$ cat config.mk
export PLATFORM = sky130hd
export DESIGN_NAME = reg_dump_engine
export DESIGN_NICKNAME = d
export VERILOG_FILES = /design/src/rtl/reg_dump_engine.sv
export SDC_FILE = /design/constraint.sdc
export NUM_CORES = 1
export LEC_CHECK = 0
export BUFFER_PORTS_ARGS = -buffer_cell sky130_fd_sc_hd__buf_4
export CAP_MARGIN = 40
export CORE_ASPECT_RATIO = 0.5
export CORE_MARGIN = 2
export CORE_UTILIZATION = 48
export DETAILED_ROUTE_END_ITERATION = 12
export HOLD_SLACK_MARGIN = 0.02
export PLACE_DENSITY_LB_ADDON = 0.05
export SYNTH_ARGS = -nofsm -noshare
export SYNTH_HDL_FRONTEND = slang
export SYNTH_SLANG_ARGS = --single-unit
export TNS_END_PERCENT = 30
$ cat constraint.sdc
create_clock -name clk -period 1.9 [get_ports clk]
set_clock_uncertainty 0.1 [all_clocks]
set_input_delay 0.19 -clock clk [delete_from_list [all_inputs] [get_ports clk]]
set_output_delay 0.19 -clock clk [all_outputs]
set_load 0.05 [all_outputs]
$ cat src/rtl/reg_dump_engine.sv
// reg_dump_engine: walks every register-file entry in index order, capturing each
// read into a registered valid/ready stream word, then pulses done once.
module reg_dump_engine #(
  parameter int WIDTH     = 16,
  parameter int ADDR_BITS = 4
) (
  input  logic                 clk,
  input  logic                 reset,
  input  logic                 start,
  output logic [ADDR_BITS-1:0] rfAddress,
  input  logic [WIDTH-1:0]     rfReadData,
  output logic                 outValid,
  input  logic                 outReady,
  output logic [WIDTH-1:0]     outData,
  output logic [ADDR_BITS-1:0] outIndex,
  output logic                 outLast,
  output logic                 busy,
  output logic                 done
);

  typedef enum logic [2:0] {
    IDLE,
    ADDR,
    CAPTURE,
    SEND,
    DONE
  } stateT;

  localparam logic [ADDR_BITS-1:0] lastIndex = '1;
  localparam logic [ADDR_BITS-1:0] indexStep = 1;

  stateT                state;
  logic [ADDR_BITS-1:0] index;

  // The index register is the read address: it is 0 in IDLE and only moves
  // on a SEND handshake, so it is already stable through ADDR and CAPTURE.
  assign rfAddress = index;

  // Dump sequencer with registered stream, busy and done outputs.
  always_ff @(posedge clk or posedge reset) begin
    if (reset) begin
      state    <= IDLE;
      index    <= '0;
      outValid <= 1'b0;
      outData  <= '0;
      outIndex <= '0;
      outLast  <= 1'b0;
      busy     <= 1'b0;
      done     <= 1'b0;
    end else begin
      case (state)
        IDLE: begin
          if (start) begin
            state <= ADDR;
            index <= '0;
            busy  <= 1'b1;
          end
        end
        ADDR: begin
          state <= CAPTURE;
        end
        CAPTURE: begin
          outData  <= rfReadData;
          outIndex <= index;
          outLast  <= (index == lastIndex);
          outValid <= 1'b1;
          state    <= SEND;
        end
        SEND: begin
          if (outReady) begin
            outValid <= 1'b0;
            if (outLast) begin
              outLast <= 1'b0;
              index   <= '0;
              done    <= 1'b1;
              state   <= DONE;
            end else begin
              index <= index + indexStep;
              state <= ADDR;
            end
          end
        end
        DONE: begin
          done  <= 1'b0;
          busy  <= 1'b0;
          state <= IDLE;
        end
        default: begin
          state <= IDLE;
        end
      endcase
    end
  end

endmodule

# --- Word-level counts from Yosys, hierarchy flattened ---
# Index checks and enable logic that the tools add are counted.
totals:
  reg_bits: 31
  output_inout_bits: 28
  wordCells: 43
  input_bits: 20
classes:
  muxes: 16
  eq_ne: 8
  n_addsub: 1
  n_reduce_logical: 10
op_table:
  columns: ["operator", "n"]
  rows:
  - ["$mux 4", 3]
  - ["$pmux 3 s4", 1]
  - ["$mux 3", 3]
  - ["$pmux 1 s2", 4]
  - ["$pmux 4 s2", 1]
  - ["$reduce_bool 2->1", 4]
  - ["$eq 3x2->1 const B", 2]
  - ["$ne 2x2->1 const B", 3]
  - ["$reduce_and 2->1", 3]
  - ["$reduce_and 3->1", 2]
  - ["$add 4x1->4 const B", 1]
  - ["$eq 4x4->1 const B", 1]
  - ["$mux 1", 4]
  - ["$eq 3x1->1 const B", 1]
  - ["$eq 3x3->1 const B", 1]
  - ["$logic_not 3->1", 1]

# --- Longest topological paths before layout ---
depth:
  depth_word: 4
  depth_mapped: 5
  depth_no_buf: 3

# --- Least setup slack after synthesis ---
# Ideal clock, no wire load.
synth_timing:
  kind: "register to register"
  from: "register state[2]"
  to: "register outData[0]"
  t_arrival_ns: 1.306
  path_slack_ns: 0.369
  path_stages_with_launch: 5
  n_path_buf: 2
  t_required_ns: 1.675
  path_cell_list: "dfrtp_1 buf_2 nor3b_4 buf_6 mux2_2"
synth_via:
  elab_chain_len: 1
synth_lines:
  columns: ["item", "line_no", "source"]
  rows:
  - ["start, declared", "32", "stateT state;"]
  - ["start signal, assigned", "42", "state <= IDLE;"]
  - ["start signal, assigned", "54", "state <= ADDR;"]
  - ["start signal, assigned", "60", "state <= CAPTURE;"]
  - ["$eq 3x2->1", "51", "case (state)"]
  - ["end signal, assigned", "63", "outData <= rfReadData;"]
  - ["end, declared", "14", "output logic [WIDTH-1:0] outData,"]
# No other way between the ends.
# A chain may end at the register's enable or synchronous reset.

# --- Worst setup path in the final report ---
layout_timing:
  from: "register state[1]"
  to: "register outIndex[0]"
layout_via:
  elab_chain_len: 1
layout_lines:
  columns: ["item", "line_no", "source"]
  rows:
  - ["$eq 3x2->1", "51", null]
  - ["end signal, assigned", "64", "outIndex <= index;"]
  - ["end, declared", "15", "output logic [ADDR_BITS-1:0] outIndex,"]
# No other way between the ends.

==> results.md <==
- Status: finished, final reports clean
- Crit Path Class: register to register
- Worst-path clk slew: 0.06 ns
- RR Startpoint: state[1]
- Worst slew pin tran: 0.397 ns
- Grt met1 use: 22.6%
- Global Route Usage Sum: 18.1%
- Worst min-delay path class: input pin to register
- Design Area, Final: 1800 µm²
- Final Hold Viols: 0
- Crit path launch type: register
- Die X: 78.9 µm
- Die area: 3270 µm²
- Number of global-route vias before repair: 990
- Initial core utilization: 51.0%
- Sequential area share after synthesis: 57.7%
- Fin Hold WS: 0.0406 ns
- Mapped Area: 1350 µm²
- Met3 Usage GRT: 8.04%
- N_diodes: 0
- Power Density: 2040 nW/µm²
- Place WS: 0.301 ns
- Final Wtd Congestion: 0.769
- Worst-skew pair later-pin latency: 0.28 ns
- Met2 usage: 27.4%
- Share of cells above drive strength 1: 55.2%
- Vias: 917
- DRT iter0 DRCs: 33
- IO Port Bufs: 47
- Setup bufs post-CTS: 0
- Setup TNS: 0 ns
- # DRC: 0
- Via density per instance: 5.04
- Pre-Repair DR Iteration Count: 4
- Remaining global-route overflow: 0
- Syn Inst Count: 94
- Yosys reg bits: 31
- Fin crit period: 1.61 ns
- Synthesis Warnings: 0
- Ports: 48
- Synth-to-layout area growth: 34.1%
- EDFF count, synth: 0
- Most common flop cell mapped by yosys: dfrtp_1
- Leak pwr: 0.862 nW
- DR WL/cell: 14.2 µm
- Largest net degree at the start of global routing: 32
- Post_cts resized: 0
- Peak VDD IR: 1.18 mV
- Cts bufs inserted: 5
- Core Area: 2640 µm²
- CTS HTree Levels: 2
- CP arrival: 1.67 ns
- CP max stage delay: 0.54 ns
- R2R Setup Slk: 0.29 ns
- Area after DPL: 1720 µm²
- Post-DP HPWL: 1790 µm
- Hold path start: rfReadData[7]
- Final Slew Violations: 0
- CTS max path bufs: 2
- Net Count, Synth: 115
- Clock Sinks: 31
- Row count: 13
- Routed Antenna Nets: 0
- Library cells used by synthesis: 30
- Unrepaired setup endpoints after global routing: no
- Synthesized area per cell: 14.3 µm²
- Initial antenna violation count: 0
- Share of flip-flops with an asynchronous set or reset: 100%
- Die Y: 41.4 µm
- Max Cap Violations: 0
- TritonCTS clock tree: built
- Worst path cell trace: nor3b_4 > buf_12 > mux2_2
- First-pass GRT wire length: 4400 µm
- Tcrit/Tclk final: 84.6%
- CP required: 1.96 ns
- Critical Path Fanout Max: 23
- Final setup viols: 0
- Slowest CP cell: dfrtp_1
- CTS Root Cell: clkbuf_8
- Top Usage Layer GRT: met2
- CP Capture Type: register
- F_max: 622 MHz
- Routed WL: 2590 µm
- Nets: 167
- Fin worst setup slack: 0.292 ns
- Critical Path Source: state[1]
- Slew headroom: 73.5%
==> worst max-delay path: cells and delay by family, from the launching register on <==
kind | cells | cell delay (ns)
buffers and inverters | 1 | 0.20
flip-flops | 1 | 0.54
multiplexers | 1 | 0.35
AND/OR/NAND/NOR | 1 | 0.29
==> cells in the mapped netlist, types with 2 or more instances <==
cell type	number	area (µm²)
and4bb_2	2	25.0
nor2_1	4	15.0
a2bb2oi_1	2	17.5
nand2_1	4	15.0
dfrtp_1	31	776
mux2_2	20	225
buf_6	4	45.0
and3_1	2	12.5
inv_1	4	15.0
==> kinds of logic after synthesis <==
logic type | after synthesis | share of synthesized area (%)
AOI/OAI and AO/OA | 9 | 5.21
adders and majority gates | 1 | 0.930
buffers and inverters | 9 | 4.84
DFF | 31 | 57.7
muxes | 22 | 18.6
and+or+nand+nor | 22 | 12.7
==> metal layers <==
metal / part of all wire (%) / vias up / wire length (µm)
li1: - / 439 / -
met1: 46 / 440 / 1190
met2: 45 / 30 / 1160
met3: 7.1 / 8 / 184
met4: 1.9 / 0 / 48
met5: 0 / - / 0
==> state kept, by name (all words and copies together) (netlist names) <==
| signal | flops |
|---|---|
| rfAddress | 4 |
| busy | 1 |
| done | 1 |
| outIndex | 4 |
| outData | 16 |
| outLast | 1 |
| state | 3 |
| outValid | 1 |
==> cells in the final DEF (no fill, tap or decap) <==
master / Yosys / layout
mux2_2: 20 / 20
o21ai_0: 1 / 1
dlygate4sd3_1: 0 / 1
and4b_1: 1 / 1
a22oi_1: 1 / 1
ha_1: 1 / 1
o211ai_1: 1 / 1
clkbuf_8: 0 / 5
or2_4: 1 / 1
nor4b_4: 1 / 1
nor3b_4: 1 / 1
buf_4: 0 / 48
nand4_1: 1 / 1
or3_1: 1 / 1
dfrtp_1: 31 / 31
o22ai_1: 1 / 1
buf_12: 0 / 1
a32o_1: 1 / 1
mux2_4: 1 / 1
clkbuf_1: 0 / 1
o2111ai_1: 1 / 1
nor3_1: 1 / 1
a2bb2oi_1: 2 / 2
inv_1: 4 / 4
and4bb_2: 2 / 2
and3_1: 2 / 2
nor2_1: 4 / 4
mux2i_1: 1 / 1
nand4bb_1: 1 / 1
nand3b_1: 1 / 1
nand2_1: 4 / 4
nor2b_1: 1 / 1
a21o_1: 1 / 1
==> stage by stage <==
step,total power [W],instances,util [%]
floorplan,0.00268,94,-
global placement,0.00321,175,65.3
detailed placement,0.00323,175,65.3
CTS,0.00371,182,68.5
global route,0.00386,182,68.5
finish,0.00368,182,68.5
==> report_power, final <==
part / internal, W / leakage, nW / switching, W
Combinational: 0.000766 / 0.452 / 0.00129
Clock: 0.000243 / 0.0371 / 0.000222
Sequential: 0.000944 / 0.372 / 0.000214
==> layout make-up <==
class / instances / area [µm²]
clock buffer: 6 / 72.6
tap: 37 / 46.3
sequential: 31 / 776
inverter: 4 / 15.0
timing repair buffer: 50 / 390
multi-input combinational: 54 / 504
fill: 198 / 831
==> what timing repair did <==
| item | in CTS | in global routing |
|---|---|---|
| endpoints found under the setup margin | 0 | 0 |
| endpoints found under the hold margin | 31 | 0 |
| hold buffers | 1 | 0 |
==> path summary, 6_finish.rpt <==
path	cells after the start	end
max	3	outIndex[0]
min reg2reg	1	outValid
max reg2reg	3	outIndex[0]
max in group asynchronous	4	outData[6]
min	2	outData[7]
min in group asynchronous	4	outData[15]
No activity file was read; power rests on OpenSTA's default activity.
